--- config.mk ---
export PLATFORM = sky130hd
export DESIGN_NAME = pipe_rca
export DESIGN_NICKNAME = d
export VERILOG_FILES = /design/src/rtl/pipe_rca.sv
export SDC_FILE = /design/constraint.sdc
export NUM_CORES = 1
export LEC_CHECK = 0
export CAP_MARGIN = 20
export CORE_MARGIN = 3
export CORE_UTILIZATION = 62
export CTS_BUF_LIST = sky130_fd_sc_hd__clkbuf_8
export CTS_CLUSTER_SIZE = 12
export DETAILED_ROUTE_END_ITERATION = 10
export PLACE_DENSITY = 0.92
export SYNTH_ARGS = -nofsm -noshare
export SYNTH_HDL_FRONTEND = slang
export SYNTH_SLANG_ARGS = --single-unit
export TNS_END_PERCENT = 20
--- constraint.sdc ---
create_clock -name clk -period 11.4 [get_ports clk]
set_input_delay 2.28 -clock clk [delete_from_list [all_inputs] [get_ports clk]]
set_output_delay 2.28 -clock clk [all_outputs]
set_load 0.02 [all_outputs]
--- src/rtl/pipe_rca.sv ---
// Segmented ripple-carry adder/subtractor, one SEG-bit segment per stage.
// Ports: clk, rst (sync, active-high); in_valid/in_ready, a, b, cin, sub
// in; out_valid/out_ready, sum, cout out; ovf only with PIPE_RCA_OVF_EN.
// Parameters: WIDTH (multiple of SEG), SEG; STAGES = WIDTH/SEG.
module pipe_rca #(
    parameter int WIDTH = 32,
    parameter int SEG   = 8
) (
    input  logic             clk,
    input  logic             rst,
    input  logic             in_valid,
    output logic             in_ready,
    input  logic [WIDTH-1:0] a,
    input  logic [WIDTH-1:0] b,
    input  logic             cin,
    input  logic             sub,
    output logic             out_valid,
    input  logic             out_ready,
    output logic [WIDTH-1:0] sum,
`ifdef PIPE_RCA_OVF_EN
    output logic             ovf,
`endif
    output logic             cout
);

    localparam int STAGES = WIDTH / SEG;
    localparam int LAST   = STAGES - 1;

    // Per-stage registers: skewed operands, partial sum, carry, valid
    logic [WIDTH-1:0] a_q [STAGES];
    logic [WIDTH-1:0] b_q [STAGES];
    logic [WIDTH-1:0] s_q [STAGES];
    logic             c_q [STAGES];
    logic             v_q [STAGES];

    // Stage inputs (stage 0 from ports, stage k from register k-1)
    logic [WIDTH-1:0] a_src [STAGES];
    logic [WIDTH-1:0] b_src [STAGES];
    logic [WIDTH-1:0] s_src [STAGES];
    logic             c_src [STAGES];
    logic             v_src [STAGES];

    // Stage next-state
    logic [SEG:0]     seg_r [STAGES];
    logic [WIDTH-1:0] s_d   [STAGES];
    logic             c_d   [STAGES];

    logic adv;

    // Whole pipe moves together; it only stops when a result is blocked
    assign adv      = !v_q[LAST] || out_ready;
    assign in_ready = adv;

    always_comb begin
        // Subtract as a + ~b + 1; cin only matters when adding
        a_src[0] = a;
        b_src[0] = sub ? ~b : b;
        s_src[0] = '0;
        c_src[0] = sub | cin;
        v_src[0] = in_valid;
        for (int k = 1; k < STAGES; k++) begin
            a_src[k] = a_q[k-1];
            b_src[k] = b_q[k-1];
            s_src[k] = s_q[k-1];
            c_src[k] = c_q[k-1];
            v_src[k] = v_q[k-1];
        end
    end

    always_comb begin
        for (int k = 0; k < STAGES; k++) begin
            seg_r[k] = {1'b0, a_src[k][k*SEG +: SEG]}
                     + {1'b0, b_src[k][k*SEG +: SEG]}
                     + {{SEG{1'b0}}, c_src[k]};
            s_d[k]   = s_src[k];
            s_d[k][k*SEG +: SEG] = seg_r[k][SEG-1:0];
            c_d[k]   = seg_r[k][SEG];
        end
    end

    always_ff @(posedge clk) begin
        if (rst) begin
            for (int k = 0; k < STAGES; k++) begin
                a_q[k] <= '0;
                b_q[k] <= '0;
                s_q[k] <= '0;
                c_q[k] <= 1'b0;
                v_q[k] <= 1'b0;
            end
        end else if (adv) begin
            for (int k = 0; k < STAGES; k++) begin
                a_q[k] <= a_src[k];
                b_q[k] <= b_src[k];
                s_q[k] <= s_d[k];
                c_q[k] <= c_d[k];
                v_q[k] <= v_src[k];
            end
        end
    end

    assign out_valid = v_q[LAST];
    assign sum       = s_q[LAST];
    assign cout      = c_q[LAST];

`ifdef PIPE_RCA_OVF_EN
    logic ovf_d;
    logic ovf_q;

    // Carry into the MSB is recovered as a ^ b' ^ sum at that bit
    assign ovf_d = c_d[LAST]
                 ^ a_src[LAST][WIDTH-1]
                 ^ b_src[LAST][WIDTH-1]
                 ^ s_d[LAST][WIDTH-1];

    always_ff @(posedge clk) begin
        if (rst) begin
            ovf_q <= 1'b0;
        end else if (adv) begin
            ovf_q <= ovf_d;
        end
    end

    assign ovf = ovf_q;
`endif

endmodule

; ---- Word-level counts from Yosys, hierarchy flattened
; Memories as Yosys holds them, arrays and structs flattened.
; Index checks and enable logic that the tools add are counted.
[word_totals]
reg_bits = 0
ramBits = 392
in_bits = 70
output_inout_bits = 35
n_memories = 5
[classes]
addsub = 8
n_mux = 26
n_bitwise = 22
n_reduce_logical = 2
[mem_list]
columns = memory, words, word_bits, read_ports, rd_ports_with_merged_regs, write_ports, line_no
row1 = a_q, 4, 32, 3, 0, 4, 30  ; logic [WIDTH-1:0] a_q [STAGES];
row2 = b_q, 4, 32, 3, 0, 4, 31  ; logic [WIDTH-1:0] b_q [STAGES];
row3 = s_q, 4, 32, 4, 0, 4, 32  ; logic [WIDTH-1:0] s_q [STAGES];
row4 = c_q, 4, 1, 4, 0, 4, 33  ; logic c_q [STAGES];
row5 = v_q, 4, 1, 4, 0, 4, 34  ; logic v_q [STAGES];
[ops]
columns = cell, n
row1 = $mux W32, 13
row2 = $add A8 B8 Y9, 4
row3 = $add A9 B1 Y9, 4
row4 = $not A32 Y32, 1
row5 = $or A1 B1 Y1, 21
row6 = $mux W1, 13
row7 = $logic_not A1 Y1, 1
row8 = $logic_or A1 B1 Y1, 1

; ---- Logic depth before layout (Yosys ltp)
; An unclocked memory read counts as a cell.
[logic_depth]
ltp_word = 7
ltp_mapped = 10

; ---- Worst setup path before layout
; OpenSTA, ideal clock, no wires.
[synth_path]
path_type = input port to flip-flop
startpoint = input port rst
endpoint = memory a_q[0][10], enable pin
arrival_ns = 6.699
required_ns = 10.823
setup_slack_ns = 4.123
stages = 1
cell_sequence = nand2b_1
[synth_lines]
columns = element, line_no
row1 = from (decl), 10  ; input logic rst,
row2 = to (decl), 30

; ---- Worst setup path after layout
[layout_path]
startpoint = input port out_ready
endpoint = output port in_ready
[layout_between]
elab_chain_cells = 1
[layout_rtl]
columns = element, line_no
row1 = from (decl), 18  ; input logic out_ready,
row2 = $logic_or A1 B1 Y1, 51  ; assign adv = !v_q[LAST] || out_ready;
row3 = to (decl), 12  ; output logic in_ready,
; Every way passes these cells.

==> qor.yml <==
outcome:
  status: "finished clean"
placed_design:
  gp_congestion: 0.866
  placed_cell_area_sq_um: 9530
  port_buffers: 104
  dp_hpwl_mm: 9.24
grt:
  grt-ovfl-total: 0
  antenna_found_initial: 0
  grtUsageTotal: 0.201
  grt_max_degree: 137
  grt_pass1_vias: 4867
  grt_pass1_wl_mm: 22.7
pwr:
  ir_drop_mv: 0.108
  power.density_nw_per_um2: 143
  leakagePower_nw: 3.98
synthesis:
  synth.most_common_cell: "edfxtp_1"
  netlist.area_leader.share: 0.663
  ys_warn_count: 0
  synth_area_leaders: "edfxtp_1 66%, and2_1 9.8%, ha_1 4.2%, xnor2_1 3.2%, nor2_1 1.9%"
  synth.cell_area_sq_um: 8340
  yosys.cell_types.count: 38
  netlist_top_cells_count: "184 x edfxtp_1, 130 x and2_1, 43 x nor2_1"
  yosysTopAreaCell: "edfxtp_1"
  seq_area_frac_synth: 0.663
  synth_cells: 603
  synth_edf_count: 184
  syn_nets: 709
  synthArstFlopShare: 0
  avgSynthCellArea_sq_um: 13.8
  synth_flop_cell: "edfxtp_1"
  ys_ff_latch: 184
sta:
  setup_violations: 0
  fin_skew_ps: 8.64
  hold_viol_final: 0
  finalSetupTns_ps: 0
  fmax_ghz: 0.171
  slew_viol_final: 0
  rsz0062_at_grt: "no"
  relSlewSlack: 0.340
  worstMarginPinSlew_ps: 990
  period_share: 0.512
  finalCriticalPeriod_ps: 5840
worst_setup_path:
  cp.arrival_ps: 3560
  worstRegToRegCells: 4
  rr_endpoint: "s_q[3][17]$_SDFFCE_PN0P_"
  crit_path_end: "in_ready"
  crit_path_end_kind: "output pin"
  cp-startpoint: "out_ready"
  worstSetupPathType: "input port to output pin"
  crit_fanout: 5
  worstReg2RegStart: "v_q[3]$_DFFE_PP_"
  r2r_slack_ps: 8310
  cp.required_ps: 9120
  startpoint_type: "input port"
floorplanning:
  ioPinCount: 105
  dieArea_sq_um: 14900
  fp.coreArea_sq_um: 12900
  die_h_um: 122
  start_util: 0.647
  die_x_um: 122
  rows: 41
drt:
  drt_wl_total_mm: 14.0
  drc_errors: 0
  vias: 4827
  firstDrtPassIters: 5
  routed_via_density: 5.42
  drtAntennaViolNets: 0
  routedWlPerCell_um: 15.7
  drtIter0Drc: 387
worst_hold_path:
  whs_path_depth: 1
  hp-class: "flop to flop"
cts:
  cts_tree: "built"
  path_clk_slew_ps: 90
  cts_sinks: 184
  cts-buffers-inserted: 17
  insertion_delay_ps: 450
  clockBufferDepth: 2
  post_cts_resized: 0
  cts_setup_buffers: 0
  htree_levels: 4
  hold_buffers: 0
  clockRootBuffer: "clkbuf_8"
job:
  drv_cap: 0
layout:
  diodes: 0
  fillers: 731
  layout-drive-gt1-share: 0.0571
  fin_nets: 811
  stdcell_area_sq_um: 9940
  area_delta_synth_final_pct: 19.2
[cell type report]
cell class / instances / area, sq um / share of cell area
Clock inverter: 15 / 175 / 0.0176
Sequential cell: 184 / 5530 / 0.556
Clock buffer: 17 / 234 / 0.0235
Multi-Input combinational cell: 378 / 2660 / 0.267
Inverter: 15 / 56.3 / 0.00567
Tap cell: 172 / 215 / 0.0217
Timing Repair Buffer: 109 / 1070 / 0.108
[worst max-delay path: stages]
cell	delay, ps
clkdlybuf4s50_1	460
nor2b_4	230
inv_1	60
clkdlybuf4s50_1	530
[sequential cells by signal (all words and copies together), names as in the netlist]
| signal | count |
|---|---|
| s_q | 80 |
| v_q | 4 |
| b_q | 48 |
| c_q | 4 |
| a_q | 48 |
[cells by family after synthesis]
group,share of synthesized area
buffers and inverters,0.0203
AND/OR/NAND/NOR,0.167
flip-flops,0.663
AO/OA/AOI/OAI,0.0491
XOR/XNOR,0.0399
adder cells (fa/ha/maj),0.0612
[routing by layer]
metal	GRT usage	wire length [um]	up-vias
li1	-	-	2353
met1	0.236	5500	2285
met2	0.345	7400	154
met3	0.0432	674	35
met4	0.111	443	0
met5	0	0	-
[worst min path at each step]
stage	end	start	slack [ps]
finish	a_q[0][90]$_SDFFCE_PN0P_	a_q[0][58]$_SDFFCE_PN0P_	520
global route	s_q[2][15]$_SDFFCE_PN0P_	s_q[1][15]$_SDFFCE_PN0P_	540
CTS	b_q[0][92]$_SDFFCE_PN0P_	b_q[0][60]$_SDFFCE_PN0P_	520
detailed placement	s_q[2][15]$_SDFFCE_PN0P_	s_q[1][15]$_SDFFCE_PN0P_	500
global placement	b_q[0][58]$_SDFFCE_PN0P_	b_q[0][26]$_SDFFCE_PN0P_	500
floorplan	a_q[0][48]$_SDFFCE_PN0P_	a_q[0][16]$_SDFFCE_PN0P_	500
[layout by cell type, fill, tap and decap left out, drive strengths merged, types with 4 or more instances in the layout]
cell	Yosys	final
nor3	13	13
a211oi	9	9
ha	28	28
o21ai	14	14
clkdlybuf4s50	0	103
and2	130	130
nor2	43	43
a21oi	15	15
fa	8	8
nand3	13	13
inv	15	20
xnor2	30	30
nor2b	10	10
o21a	4	4
or4	7	7
o2111ai	5	5
edfxtp	184	184
nand2	4	4
clkbuf	18	17
buf	8	6
nand2b	8	8
o31a	4	4
xor2	8	8
clkinv	0	5
[power breakdown]
group | switching (mW) | total [mW] | internal [mW]
Clock | 0.226 | 0.443 | 0.218
Combinational | 0.0840 | 0.168 | 0.0843
Sequential | 0.0144 | 0.814 | 0.799
Total | 0.324 | 1.42 | 1.10
[metrics by stage]
step / setup slack (ps) / utilization / hold WS, ps / std cells / power (mW)
6_report: 5560 / 0.772 / 518 / 890 / 1.42
2_1_floorplan: 4120 / - / 497 / 603 / 0.930
3_3_place_gp: 5590 / 0.740 / 499 / 858 / 0.985
3_5_place_dp: 5550 / 0.740 / 501 / 858 / 0.996
5_1_grt: 5510 / 0.772 / 536 / 890 / 1.48
4_1_cts: 5540 / 0.772 / 520 / 890 / 1.43
(Power assumes the default switching activity.)
